## config.mk

```make
export PLATFORM = sky130hd
export DESIGN_NAME = decoder_3to8_strobe_flat
export DESIGN_NICKNAME = d
export VERILOG_FILES = /design/src/rtl/dec_pkg.sv /design/src/rtl/decoder_3to8_strobe_if.sv /design/src/rtl/dec_pend_buf.sv /design/src/rtl/decoder_3to8_strobe.sv /design/src/flat_wrapper.sv
export SDC_FILE = /design/constraint.sdc
export NUM_CORES = 1
export LEC_CHECK = 0
export ABC_CLOCK_PERIOD_IN_PS = 5610
export CORE_MARGIN = 2
export CORE_UTILIZATION = 51
export CTS_CLUSTER_DIAMETER = 100
export CTS_CLUSTER_SIZE = 28
export DETAILED_ROUTE_END_ITERATION = 8
export HOLD_SLACK_MARGIN = 0.1
export PLACE_DENSITY = 0.78
export SYNTH_ARGS = -nofsm -noshare
export SYNTH_HDL_FRONTEND = slang
export SYNTH_SLANG_ARGS = --single-unit
```

## constraint.sdc

```tcl
create_clock -name clk -period 5.61 [get_ports clk]
set_clock_uncertainty 0.15 [all_clocks]
set_input_delay 0.8415 -clock clk [delete_from_list [all_inputs] [get_ports clk]]
set_output_delay 0.8415 -clock clk [all_outputs]
set_load 0.1 [all_outputs]
```

## src/rtl/dec_pkg.sv

```systemverilog
//------------------------------------------------------------------------------
// dec_pkg : shared types, widths and the one-hot helper for the 3-to-8 decoder
// Rev 1.0
//------------------------------------------------------------------------------
`default_nettype none

package dec_pkg;

  localparam int CODE_W = 3;
  localparam int OUT_W  = 8;

  typedef enum logic [0:0] {
    IDLE = 1'b0,
    HOLD = 1'b1
  } state_t;

  function automatic logic [OUT_W-1:0] onehot(input logic [CODE_W-1:0] code);
    logic [OUT_W-1:0] v;
    v       = '0;
    v[code] = 1'b1;
    return v;
  endfunction

endpackage

`default_nettype wire

```

## src/rtl/decoder_3to8_strobe_if.sv

```systemverilog
//------------------------------------------------------------------------------
// decoder_3to8_strobe_if : code handshake plus decoded strobe outputs
// Rev 1.0
//------------------------------------------------------------------------------
`default_nettype none

interface decoder_3to8_strobe_if;
  import dec_pkg::*;

  logic              en;
  logic              in_valid;
  logic              in_ready;
  logic [CODE_W-1:0] in_code;
  logic [OUT_W-1:0]  y;
  logic              busy;
  logic              done;

  modport master (
    output en,
    output in_valid,
    output in_code,
    input  in_ready,
    input  y,
    input  busy,
    input  done
  );

  modport slave (
    input  en,
    input  in_valid,
    input  in_code,
    output in_ready,
    output y,
    output busy,
    output done
  );

endinterface

`default_nettype wire

```

## src/rtl/dec_pend_buf.sv

```systemverilog
//------------------------------------------------------------------------------
// dec_pend_buf : one-entry code register with full flag, load and clear
// Rev 1.0
//------------------------------------------------------------------------------
`default_nettype none

module dec_pend_buf
  import dec_pkg::*;
(
  input  wire logic              clk,
  input  wire logic              rst_n,
  input  wire logic              load,
  input  wire logic              clear,
  input  wire logic [CODE_W-1:0] load_code,
  output logic                   full,
  output logic [CODE_W-1:0]      code
);

  logic              r_full;
  logic [CODE_W-1:0] r_code;

  // Load and clear never coincide: load needs an empty buffer, clear a full one.
  always_ff @(posedge clk or negedge rst_n) begin
    if (!rst_n) begin
      r_full <= 1'b0;
      r_code <= '0;
    end else if (clear) begin
      r_full <= 1'b0;
    end else if (load) begin
      r_full <= 1'b1;
      r_code <= load_code;
    end
  end

  assign full = r_full;
  assign code = r_code;

endmodule

`default_nettype wire

```

## src/rtl/decoder_3to8_strobe.sv

```systemverilog
//------------------------------------------------------------------------------
// decoder_3to8_strobe : registered 3-to-8 decoder, each line strobed HOLD_CYCLES
// Rev 1.0
//------------------------------------------------------------------------------
`default_nettype none

module decoder_3to8_strobe
  import dec_pkg::*;
#(
  parameter int HOLD_CYCLES = 4
) (
  input  wire logic clk,
  input  wire logic rst_n,
  decoder_3to8_strobe_if.slave bus
);

  localparam logic [7:0] c_reload = 8'(HOLD_CYCLES - 1);

  state_t            r_state;
  logic [7:0]        r_cnt;
  logic [OUT_W-1:0]  r_y;
  logic              r_busy;

  logic              w_in_ready;
  logic              w_accept;
  logic              w_hold_end;
  logic              w_pend_full;
  logic [CODE_W-1:0] w_pend_code;
  logic              w_pend_load;
  logic              w_pend_clear;

  assign w_in_ready = bus.en & rst_n & ((r_state == IDLE) | ~w_pend_full);
  assign w_accept   = bus.in_valid & w_in_ready;
  assign w_hold_end = bus.en & (r_state == HOLD) & (r_cnt == 8'd0);

  // A code arriving on the last hold clock bypasses the buffer straight into y.
  assign w_pend_load  = w_accept & (r_state == HOLD) & (r_cnt != 8'd0);
  assign w_pend_clear = w_hold_end & w_pend_full;

  dec_pend_buf u_pend (
    .clk       (clk),
    .rst_n     (rst_n),
    .load      (w_pend_load),
    .clear     (w_pend_clear),
    .load_code (bus.in_code),
    .full      (w_pend_full),
    .code      (w_pend_code)
  );

  always_ff @(posedge clk or negedge rst_n) begin
    if (!rst_n) begin
      r_state <= IDLE;
      r_cnt   <= 8'd0;
      r_y     <= '0;
      r_busy  <= 1'b0;
    end else if (bus.en) begin
      case (r_state)
        IDLE: begin
          if (w_accept) begin
            r_y     <= onehot(bus.in_code);
            r_busy  <= 1'b1;
            r_cnt   <= c_reload;
            r_state <= HOLD;
          end
        end
        HOLD: begin
          if (r_cnt == 8'd0) begin
            if (w_pend_full) begin
              r_y   <= onehot(w_pend_code);
              r_cnt <= c_reload;
            end else if (w_accept) begin
              r_y   <= onehot(bus.in_code);
              r_cnt <= c_reload;
            end else begin
              r_y     <= '0;
              r_busy  <= 1'b0;
              r_state <= IDLE;
            end
          end else begin
            r_cnt <= r_cnt - 8'd1;
          end
        end
        default: begin
          r_state <= IDLE;
          r_y     <= '0;
          r_busy  <= 1'b0;
        end
      endcase
    end
  end

  assign bus.in_ready = w_in_ready;
  assign bus.y        = r_y;
  assign bus.busy     = r_busy;
  assign bus.done     = w_hold_end;

endmodule

`default_nettype wire

```

## src/flat_wrapper.sv

```systemverilog
// flat-port wrapper written by rule: the top's interface ports become plain ports
module decoder_3to8_strobe_flat import dec_pkg::*;
#(
  parameter int HOLD_CYCLES = 4
)
  (clk, rst_n, bus_en, bus_in_valid, bus_in_code, bus_in_ready, bus_y, bus_busy, bus_done);
  decoder_3to8_strobe_if bus_i ();
  input  wire logic clk;
  input  wire logic rst_n;
  input wire logic [$bits(bus_i.en)-1:0] bus_en;
  input wire logic [$bits(bus_i.in_valid)-1:0] bus_in_valid;
  input wire logic [$bits(bus_i.in_code)-1:0] bus_in_code;
  output wire logic [$bits(bus_i.in_ready)-1:0] bus_in_ready;
  output wire logic [$bits(bus_i.y)-1:0] bus_y;
  output wire logic [$bits(bus_i.busy)-1:0] bus_busy;
  output wire logic [$bits(bus_i.done)-1:0] bus_done;
  assign bus_i.en = bus_en;
  assign bus_i.in_valid = bus_in_valid;
  assign bus_i.in_code = bus_in_code;
  assign bus_in_ready = bus_i.in_ready;
  assign bus_y = bus_i.y;
  assign bus_busy = bus_i.busy;
  assign bus_done = bus_i.done;
  decoder_3to8_strobe #(.HOLD_CYCLES(HOLD_CYCLES)) u_core (.clk(clk), .rst_n(rst_n), .bus(bus_i));
endmodule
```

==> reports/results.tsv, run 1 <==
stage	metric	value	unit
synthesis	yosys.cell_count.top_type	sky130_fd_sc_hd__dfrtp_1	
synthesis	ys_top_cells_by_area	sky130_fd_sc_hd__dfrtp_1 42%, sky130_fd_sc_hd__mux2_4 9.2%, sky130_fd_sc_hd__nor2_1 3.5%, sky130_fd_sc_hd__a22oi_1 2.9%, sky130_fd_sc_hd__ha_1 2.9%	
global_routing	grt_antenna_before_repair	0	
floorplan	die_area	0.00297	mm2
clocking	cts_buffers	3	
synthesis	yosysSeqAreaShare	42.4	%
clocking	cts_root_buffer	sky130_fd_sc_hd__clkbuf_4	
place	dp_slack	1650	ps
timing	final_setup_margin	1670	ps
clocking	worstSkewPairLatency	320	ps
global_routing	first_global_vias	952	
global_routing	overflow	0	
floorplan	die_w	54.5	um
routing	viasPerCell	5.87	
synthesis	synthesis.area	0.00130	mm2
place	portBuffers	17	
timing	setup_viol	0	
power	relative_contribution_of_combinational_cells_to_total_power	58.8	%
global_routing	grt.total_usage	20.3	%
timing	timing.slew.headroom	32.1	%
worst_setup_path	critPathMaxFanout	26	
timing	rsz_0062_raised_after_global_routing	false	
floorplan	initial_utilization	52.9	%
synthesis	ys.warnings.count	0	
power	powerDensity	634	mW/mm2
cells_and_area	synthToLayoutAreaGrowth	16.6	%
timing	period_minus_slack	3940	ps
worst_setup_path	critPathMostFrequentCell	sky130_fd_sc_hd__clkdlybuf4s50_1	
place	detailed_place.area	0.00148	mm2
synthesis	yosys.cell_types.count	42	
clocking	cts_max_path_buffers	2	
global_routing	grt_pass1_wl	4280	um
job	max_cap_viol_count	0	
worst_setup_path	crit_path_cell_trace	clkdlybuf4s50_1 -> buf_4 -> and3_1 -> clkdlybuf4s50_1	
cells_and_area	utilization	61.7	%
worst_setup_path	worst_path_bufs_invs	3	
synthesis	post_synth.cell_area_avg	10.4	um2
clocking	clock_sink_count	22	
timing	tns	0	ps
clocking	htree_num_levels	1	
timing	achievable-frequency	0.254	GHz
worst_setup_path	setup.worst_path.start_class	primary input	
cells_and_area	layout.nets	153	
timing	timing.final.hold_violations	0	
floorplan	placeableCoreArea	0.00245	mm2
clocking	post_cts_resize_count	0	
cells_and_area	num_antenna_cells	0	
power	p_sw	498	uW
worst_setup_path	slowest_delay	1130	ps
clocking	hold_buf_count_cts	0	
status	status	completed	
worst_setup_path	cp_slowest_cell	sky130_fd_sc_hd__clkdlybuf4s50_1	
routing	drt_first_pass_iters	4	
power	max-vdd-ir-drop	0.000419	V
timing	ratio_of_final_minimum_period_to_clock_period	70.1	%
synthesis	synth_commonest_cells	22 x sky130_fd_sc_hd__dfrtp_1, 12 x sky130_fd_sc_hd__nor2_1, 10 x sky130_fd_sc_hd__nand2_1	
global_routing	pin_count_of_the_biggest_net_entering_global_routing	27	
synthesis	synth_edf_count	0	
worst_setup_path	arrival_time_worst_endpoint	2940	ps
floorplan	die_height	54.5	um
clocking	cts.clk_slew.worst_paths	130	ps
routing	route.antenna.remaining_nets	0	
worst_setup_path	critPathCaptureType	primary output	
hold_path	min_path_type	reg -> reg	
synthesis	postSynthNetCount	135	
routing	drc_errors	0	
floorplan	boundaryPins	18	
cells_and_area	share_of_post_route_cells_with_drive_strength_above_1	15.5	%
synthesis	synth_top_cell_area_share	42.4	%
worst_setup_path	worst-setup-path-type	in -> out	
power	clock_power_share	9.4	%
synthesis	yosys_register_bits	22	
routing	num_vias	1009	
worst_setup_path	timing.critical_path.max_delay_family	buffers and inverters	
place	dp_hpwl	1900	um
clocking	post_cts.repair.setup_buffers	0	
floorplan	placement_rows	18	
power	sequentialPowerShare	31.8	%
place	gpl.final_weighted_congestion	0.767	
timing	tightest_slew	1010	ps
synthesis	async_reset_ff_share	100	%
power	report.power.total	959	uW
clocking	cts_tree	built	
cells_and_area	final_area	0.00151	mm2
power	p_leak	0.000704	uW
timing	final_max_slew_viol_count	0	
routing	wl_per_cell	15.2	um
power	switching_share	51.9	%
worst_setup_path	worst-endpoint-required	4620	ps
synthesis	synth_flop_cell	sky130_fd_sc_hd__dfrtp_1	
routing	drt_iter0_markers	32	
routing	wl	2610	um
synthesis	synthCells	125	
synthesis	post-synth-top-area-cell	sky130_fd_sc_hd__dfrtp_1	
power	cellInternalPower	462	uW
final timing paths:
| kind | from | endpoint | slack (ps) | cells past startpoint |
|---|---|---|---|---|
| max in group asynchronous | rst_n | u_core.u_pend.code[2] | 4350 | 2 |
| min reg2reg | u_core.r_cnt[7] | u_core.r_cnt[7] | 380 | 1 |
| max reg2reg | u_core.r_cnt[0] | u_core.r_cnt[7] | 3430 | 6 |
| min | u_core.r_cnt[7] | u_core.r_cnt[7] | 380 | 1 |
| max | rst_n | bus_in_ready | 1670 | 4 |
| min in group asynchronous | rst_n | u_core.bus.y[5] | 710 | 2 |
sequential cells by signal, summed over array words and instances, names as in the netlist:
signal / flops
u_core.bus.y: 8
u_core.bus.busy: 1
u_core.u_pend.code: 3
u_core.u_pend.full: 1
u_core.r_state: 1
u_core.r_cnt: 8
power by group through the flow:
stage	combinational, uW	clock, uW	sequential (uW)
after global routing	605	93.9	314
after detailed placement	563	0	306
after floorplan	299	0	458
after CTS	565	91.3	303
final	564	89.8	305
after global placement	550	0	301
logic make-up after synthesis:
kind of cell,after synthesis,synth area share (%)
flip-flops,22,42.4
AND/OR/NAND/NOR,45,19.8
AO/OA/AOI/OAI,33,18.1
buffers and inverters,10,4.24
adder cells (fa/ha/maj),3,2.89
multiplexers,12,12.6
worst reg2reg max path: cells and delay by family, from the launching register on:
family	cells	cell delay, ps
fa+ha+maj	1	190
compound gates	3	1060
buf+inv	1	90
simple gates	1	180
flops	1	440
placed cells by master, fill, tap and decap left out, types with 2 or more instances in the layout:
master / count
sky130_fd_sc_hd__inv_1: 5
sky130_fd_sc_hd__clkbuf_4: 3
sky130_fd_sc_hd__a31oi_1: 4
sky130_fd_sc_hd__mux2_4: 8
sky130_fd_sc_hd__nor2_1: 12
sky130_fd_sc_hd__nor2b_1: 4
sky130_fd_sc_hd__nand3_1: 2
sky130_fd_sc_hd__mux2_2: 3
sky130_fd_sc_hd__and3_1: 2
sky130_fd_sc_hd__clkdlybuf4s50_1: 17
sky130_fd_sc_hd__a21oi_1: 7
sky130_fd_sc_hd__or3_1: 2
sky130_fd_sc_hd__nand2_1: 10
sky130_fd_sc_hd__dfrtp_1: 22
sky130_fd_sc_hd__nor3_1: 2
sky130_fd_sc_hd__a32oi_1: 2
sky130_fd_sc_hd__ha_1: 3
sky130_fd_sc_hd__a21o_1: 4
sky130_fd_sc_hd__a22oi_1: 5
sky130_fd_sc_hd__o21ai_0: 2
routing by layer:
layer  up-vias  routed length, um  global-route usage, %
li1        499                  -                      -
met1       477               1250                   27.1
met2        31               1240                   32.5
met3         2                100                   3.01
met4         0                 20                   9.17
met5         -                  0                      0
final cells by class:
type / instances / area, um2
Timing Repair Buffer: 18 / 178
Tap cell: 30 / 37.5
Fill cell: 209 / 941
Sequential cell: 22 / 551
Inverter: 5 / 18.8
Clock buffer: 4 / 36.3
Multi-Input combinational cell: 93 / 693
metrics by stage:
step / hold WS (ps) / cells
floorplan: 322 / 125
global placement: 339 / 168
detailed placement: 351 / 168
CTS: 374 / 172
global route: 398 / 172
finish: 375 / 172
No activity file was read; power rests on OpenSTA's default activity.
==> run 2, diff against run 1 <==
--- a/config.mk
+++ b/config.mk
@@ -5,14 +5,14 @@
 export SDC_FILE = /design/constraint.sdc
 export NUM_CORES = 1
 export LEC_CHECK = 0
-export ABC_CLOCK_PERIOD_IN_PS = 5610
+export ABC_CLOCK_PERIOD_IN_PS = 3500
 export CORE_MARGIN = 2
-export CORE_UTILIZATION = 51
+export CORE_UTILIZATION = 48
 export CTS_CLUSTER_DIAMETER = 100
 export CTS_CLUSTER_SIZE = 28
 export DETAILED_ROUTE_END_ITERATION = 8
 export HOLD_SLACK_MARGIN = 0.1
-export PLACE_DENSITY = 0.78
+export PLACE_DENSITY = 0.77
 export SYNTH_ARGS = -nofsm -noshare
 export SYNTH_HDL_FRONTEND = slang
 export SYNTH_SLANG_ARGS = --single-unit
==> constraint.sdc (replaced) <==
create_clock -name clk -period 3.5 [get_ports clk]
set_clock_uncertainty 0.15 [all_clocks]
set_input_delay 0.525 -clock clk [delete_from_list [all_inputs] [get_ports clk]]
set_output_delay 0.525 -clock clk [all_outputs]
set_load 0.1 [all_outputs]
==> run 2 against run 1 <==
Effect of this change: clock power increased by 54%; wire length increased by 0.92%; non-clock buffer count increased by 2; clock-buffer cell count unchanged; power increased by 62%; die area increased by 5.8%; first-iteration DRC count increased by 22%; cell count increased by 1.2%; highest routed layer unchanged; register-to-register slack got worse by 2100 ps; largest power group unchanged.
==> reports/results.tsv, run 2 (synthesis gave the netlist of run 1 again) <==
stage	metric	value	unit	change
timing	achievable-frequency	0.386	GHz	
timing	tightest_slew	970	ps	was 1010 ps
timing	timing.final.hold_violations	0		unchanged
routing	met3_length	178	um	was 100 um
job	max_cap_viol_count	0		unchanged
global_routing	grt_antenna_before_repair	0		unchanged
global_routing	first_global_vias	1018		was 952
clocking	clock_sink_count	22		unchanged
floorplan	die_height	56.0	um	was 54.5 um
floorplan	initial_utilization	51.5	%	was 52.9%
floorplan	boundaryPins	18		unchanged
floorplan	die_w	56.0	um	was 54.5 um
cells_and_area	layout.nets	155		was 153
cells_and_area	num_antenna_cells	0		unchanged
global_routing	grt_pass1_wl	4480	um	was 4280 um
routing	wl	2630	um	was 2610 um
floorplan	placeableCoreArea	0.00252	mm2	was 0.00245 mm2
timing	rsz_0062_raised_after_global_routing	false		unchanged
power	p_leak	0.000721	uW	was 0.000704 uW
worst_setup_path	arrival_time_worst_endpoint	1920	ps	was 2940 ps
worst_setup_path	crit_path_cell_trace	inv_1 -> ha_1 -> nor3b_2 -> nand2_4 -> nor2_1 -> buf_4		was clkdlybuf4s50_1 -> buf_4 -> and3_1 -> clkdlybuf4s50_1
clocking	cts_tree	built		unchanged
timing	period_minus_slack	2590	ps	
routing	wl_per_cell	15.1	um	was 15.2 um
worst_setup_path	worst-endpoint-required	2820	ps	was 4620 ps
timing	final_setup_margin	908	ps	was 1670 ps
routing	num_vias	1027		was 1009
routing	routedLengthMet1	1240	um	was 1250 um
place	gpl.final_weighted_congestion	0.847		was 0.767
floorplan	placement_rows	18		unchanged
timing	final_max_slew_viol_count	0		unchanged
worst_setup_path	setup.worst_path.start_class	flip-flop		was primary input
timing	setup_viol	0		unchanged
power	powerDensity	1010	mW/mm2	was 634 mW/mm2
cells_and_area	share_of_post_route_cells_with_drive_strength_above_1	18.1	%	was 15.5%
routing	top_layer	met4		unchanged
worst_setup_path	worst_path_bufs_invs	2		was 3
routing	route.antenna.remaining_nets	0		unchanged
cells_and_area	mostFrequentLayoutCell	sky130_fd_sc_hd__dfrtp_1		unchanged
cells_and_area	layout.filler_cells	213		was 209
timing	tns	0	ps	unchanged
global_routing	grt.total_usage	17.6	%	was 20.3%
worst_setup_path	reg2reg_from	u_core.r_cnt[0]		unchanged
clocking	htree_num_levels	1		unchanged
clocking	post_cts.repair.setup_buffers	0		unchanged
worst_setup_path	critPathMaxFanout	6		was 26
worst_setup_path	worst-setup-path-type	reg -> out		was in -> out
worst_setup_path	slowest_delay	440	ps	was 1130 ps
routing	viasPerCell	5.90		was 5.87
place	portBuffers	17		unchanged
hold_path	min_path_type	in -> async		was reg -> reg
timing	timing.slew.headroom	35.1	%	was 32.1%
routing	drc_errors	0		unchanged
worst_setup_path	timing.critical_path.max_delay_family	simple AND/OR/NAND/NOR gates		was buffers and inverters
place	dp_hpwl	1970	um	was 1900 um
place	detailed_place.area	0.00150	mm2	was 0.00148 mm2
clocking	cts.clk_slew.worst_paths	120	ps	was 130 ps
worst_setup_path	cp_slowest_cell	sky130_fd_sc_hd__dfrtp_1		was sky130_fd_sc_hd__clkdlybuf4s50_1
clocking	post_cts_resize_count	0		unchanged
clocking	cts_buffers	3		unchanged
clocking	cts_root_buffer	sky130_fd_sc_hd__clkbuf_4		unchanged
power	max-vdd-ir-drop	0.000619	V	was 0.000419 V
clocking	cts_max_path_buffers	2		unchanged
worst_setup_path	critPathCaptureType	primary output		unchanged
cells_and_area	final_area	0.00154	mm2	was 0.00151 mm2
global_routing	overflow	0		unchanged
clocking	hold_buf_count_cts	0		unchanged
routing	drt_iter0_markers	39		was 32
routing	met2WireLength	1190	um	was 1240 um
cells_and_area	regArea	551	um2	unchanged
routing	drt_first_pass_iters	4		unchanged
clocking	worstSkewPairLatency	300	ps	was 320 ps
cells_and_area	synthToLayoutAreaGrowth	18.3	%	was 16.6%
worst_setup_path	worst_setup_path_startpoint	u_core.r_cnt[0]		was rst_n
timing	ratio_of_final_minimum_period_to_clock_period	74.1	%	
status	status	completed		unchanged
global_routing	pin_count_of_the_biggest_net_entering_global_routing	14		was 27
cells_and_area	mostFrequentLayoutCells	22 x sky130_fd_sc_hd__dfrtp_1, 15 x sky130_fd_sc_hd__clkdlybuf4s50_1, 12 x sky130_fd_sc_hd__nor2_1		was 22 x sky130_fd_sc_hd__dfrtp_1, 17 x sky130_fd_sc_hd__clkdlybuf4s50_1, 12 x sky130_fd_sc_hd__nor2_1
power	report.power.total	1550	uW	was 959 uW
cells_and_area	multi_input_comb_area	693	um2	unchanged
place	dp_slack	914	ps	was 1650 ps
worst_setup_path	r2r_setup_slk	1350	ps	was 3430 ps
floorplan	die_area	0.00314	mm2	was 0.00297 mm2
[run 2: changes by cell type in the layout (fill, tap and decap cells not counted), sizes merged]
cell           change
clkdlybuf4s50      -2
buf                +4
[run 2: cell type report]
type / instances / share of cell area [%]
multi-input combinational: 93 / 45.1
sequential: 22 / 35.8
clock buffer: 4 / 2.36
tap: 30 / 2.44
inverter: 5 / 1.22
timing repair buffer: 20 / 13.0
[run 2: routing by layer]
| layer | track usage (%) | up-vias |
|---|---|---|
| met5 | 0 | - |
| met4 | 5.10 | 0 |
| met3 | 3.49 | 4 |
| met2 | 27.4 | 42 |
| met1 | 24.8 | 485 |
| li1 | - | 496 |
[run 2: where the power goes]
| part | leakage (uW) | switching, uW | internal (uW) |
|---|---|---|---|
| clock | 0.0000210 | 74.4 | 63.5 |
| combinational | 0.000424 | 594 | 331 |
| sequential | 0.000276 | 131 | 359 |
[run 2: path summary, 6_finish.rpt]
path / end / cells after the start
max: bus_done / 6
min: u_core.r_cnt[5] / 1
max reg2reg: u_core.r_cnt[2] / 6
min reg2reg: u_core.r_cnt[7] / 1
max in group asynchronous: u_core.bus.y[3] / 2
min in group clk: u_core.r_cnt[7] / 1
[run 2: through the flow]
step | hold WS (ps) | util [%] | std cells
floorplan | 79.4 | - | 125
global placement | 346 | 59.5 | 170
detailed placement | 347 | 59.5 | 170
CTS | 334 | 60.9 | 174
global route | 336 | 60.9 | 174
finish | 337 | 60.9 | 174
==> run 3, diff against run 2 <==
--- a/config.mk
+++ b/config.mk
@@ -5,7 +5,7 @@
 export SDC_FILE = /design/constraint.sdc
 export NUM_CORES = 1
 export LEC_CHECK = 0
-export ABC_CLOCK_PERIOD_IN_PS = 3500
+export ABC_CLOCK_PERIOD_IN_PS = 2100
 export CORE_MARGIN = 2
 export CORE_UTILIZATION = 48
 export CTS_CLUSTER_DIAMETER = 100
==> constraint.sdc (replaced) <==
create_clock -name clk -period 2.1 [get_ports clk]
set_clock_uncertainty 0.15 [all_clocks]
set_input_delay 0.315 -clock clk [delete_from_list [all_inputs] [get_ports clk]]
set_output_delay 0.315 -clock clk [all_outputs]
set_load 0.1 [all_outputs]
==> run 3 against run 2 <==
Effect of this change: non-clock buffer count increased by 16; cell count is 8.6% higher; final area grew 8.0%; combinational power grew 88%; largest power group unchanged; global-route usage rose by 0.88 points; critical path type unchanged; clock power increased by 34%; power up 76%.
==> reports/results.tsv, run 3 (synthesis gave the netlist of run 1 again) <==
stage	metric	value	unit	change
status	status	completed		unchanged
worst_setup_path	worst-endpoint-required	1630	ps	was 2820 ps
floorplan	die_w	56.0	um	unchanged
clocking	worstSkewPairLatency	300	ps	about the same
floorplan	die_height	56.0	um	unchanged
hold_path	min_path_type	in -> async		unchanged
place	portBuffers	17		unchanged
clocking	cts.clk_slew.worst_paths	110	ps	was 120 ps
floorplan	die_area	0.00314	mm2	unchanged
clocking	htree_num_levels	1		unchanged
timing	tightest_slew	485	ps	was 970 ps
routing	drc_errors	0		unchanged
routing	wl	2930	um	was 2630 um
clocking	cts_buffers	3		unchanged
timing	achievable-frequency	0.480	GHz	
global_routing	first_global_vias	1079		was 1018
cells_and_area	synthToLayoutAreaGrowth	27.7	%	was 18.3%
timing	timing.slew.headroom	67.3	%	was 35.1%
power	p_leak	0.000808	uW	was 0.000721 uW
worst_setup_path	worst-r2r-cell-count	7		was 6
routing	wl_per_cell	15.5	um	was 15.1 um
floorplan	boundaryPins	18		unchanged
clocking	cts_tree	built		unchanged
global_routing	grt.total_usage	18.5	%	was 17.6%
worst_setup_path	arrival_time_worst_endpoint	1620	ps	was 1920 ps
worst_setup_path	critPathMaxFanout	3		was 6
cells_and_area	mostFrequentLayoutCell	sky130_fd_sc_hd__buf_4		was sky130_fd_sc_hd__dfrtp_1
timing	setup_viol	0		unchanged
timing	period_minus_slack	2080	ps	
cells_and_area	layout.nets	171		was 155
job	max_cap_viol_count	0		unchanged
clocking	clock_sink_count	22		unchanged
global_routing	pin_count_of_the_biggest_net_entering_global_routing	14		unchanged
cells_and_area	mostFrequentLayoutCells	28 x sky130_fd_sc_hd__buf_4, 22 x sky130_fd_sc_hd__dfrtp_1, 11 x sky130_fd_sc_hd__nor2_1		was 22 x sky130_fd_sc_hd__dfrtp_1, 15 x sky130_fd_sc_hd__clkdlybuf4s50_1, 12 x sky130_fd_sc_hd__nor2_1
global_routing	grt_antenna_before_repair	0		unchanged
cells_and_area	share_of_post_route_cells_with_drive_strength_above_1	34.0	%	was 18.1%
timing	ratio_of_final_minimum_period_to_clock_period	99.2	%	
power	report.power.total	2730	uW	was 1550 uW
floorplan	initial_utilization	51.5	%	unchanged
cells_and_area	utilization	65.8	%	was 60.9%
timing	rsz_0062_raised_after_global_routing	true		was false
place	detailed_place.area	0.00154	mm2	was 0.00150 mm2
worst_setup_path	setup.worst_path.start_class	flip-flop		unchanged
routing	drt_first_pass_iters	5		was 4
place	dp_hpwl	2020	um	was 1970 um
timing	final_max_slew_viol_count	0		unchanged
timing	timing.final.hold_violations	0		unchanged
routing	route.antenna.remaining_nets	0		unchanged
clocking	cts_root_buffer	sky130_fd_sc_hd__clkbuf_4		unchanged
routing	viasPerCell	5.92		was 5.90
worst_setup_path	worst-setup-path-type	reg -> out		unchanged
cells_and_area	final_area	0.00166	mm2	was 0.00154 mm2
global_routing	grt_pass1_wl	4740	um	was 4480 um
routing	num_vias	1119		was 1027
place	gpl.final_weighted_congestion	0.773		was 0.847
global_routing	overflow	0		unchanged
power	powerDensity	1640	mW/mm2	was 1010 mW/mm2
floorplan	placement_rows	18		unchanged
clocking	cts_max_path_buffers	2		unchanged
floorplan	placeableCoreArea	0.00252	mm2	unchanged
routing	drt_iter0_markers	52		was 39
worst_setup_path	critPathCaptureType	primary output		unchanged
cells_and_area	num_antenna_cells	0		unchanged
power	max-vdd-ir-drop	0.00111	V	was 0.000619 V
## run 3: cell types whose count changed in the layout (fill, tap and decap cells not counted), moves of 2 or more
cell and change:
sky130_fd_sc_hd__buf_4 +24, sky130_fd_sc_hd__clkdlybuf4s50_1 -9, sky130_fd_sc_hd__inv_1 -2, sky130_fd_sc_hd__inv_2 +2
## run 3: worst max-delay path, cell delays in order (launching register included)
cell and delay (ps):
sky130_fd_sc_hd__dfrtp_1 410, sky130_fd_sc_hd__inv_2 100, sky130_fd_sc_hd__ha_4 140, sky130_fd_sc_hd__nor3b_4 230
sky130_fd_sc_hd__nand2_4 100, sky130_fd_sc_hd__nor2_4 160, sky130_fd_sc_hd__buf_12 190
## run 3: where the power goes
part	switching [uW]	leakage [uW]	internal, uW	total (uW)
combinational	1070	0.000518	672	1740
clock	118	0.0000138	66.8	185
sequential	208	0.000276	598	806
total	1390	0.000808	1340	2730
## run 3: metal layers
layer  up-vias  wire, um  part of all wire (%)  track usage (%)
li1        529         -                     -                -
met1       543      1350                    46             23.7
met2        41      1400                    48             31.6
met3         6       148                   5.0             3.49
met4         0        34                   1.2             5.44
met5         -         0                     0                0
## run 3: cell type report
type	instances	area [um2]
sequential	22	551
timing repair buffer	36	310
fill	194	863
multi-input combinational	93	719
clock buffer	3	22.5
tap	30	37.5
inverter	5	18.8
## run 3: final timing paths
| path | to | slack [ps] | start |
|---|---|---|---|
| worst max-delay path | bus_done | 20 | u_core.r_cnt[0] |
| worst min-delay path | u_core.u_pend.full | 280 | rst_n |
| worst max register to register | u_core.bus.y[1] | 30 | u_core.r_cnt[0] |
| worst min register to register | u_core.bus.y[6] | 370 | u_core.bus.y[6] |
| max in group asynchronous | u_core.bus.y[1] | 1350 | rst_n |
| min in group clk | u_core.bus.y[6] | 370 | u_core.bus.y[6] |
## run 3: repair_timing
| action | in CTS | in global routing |
|---|---|---|
| setup buffers | 5 | 5 |
| gates resized for setup | 1 | 4 |
| hold buffers | 0 | 0 |
| setup endpoints to repair | 9 | 1 |
| endpoints found under the hold margin | 0 | 0 |
| pin swaps | 2 | 1 |
## run 3: stage by stage
stage / setup WS [ps] / hold WS (ps) / TNS, ps / std cells
global placement: 52.2 / 343 / 0 / 176
finish: 15.9 / 283 / 0 / 189
floorplan: 115 / -131 / 0 / 125
global route: -42.5 / 292 / -65.3 / 189
CTS: 5.90 / 268 / 0 / 184
detailed placement: -24.7 / 349 / -139 / 176
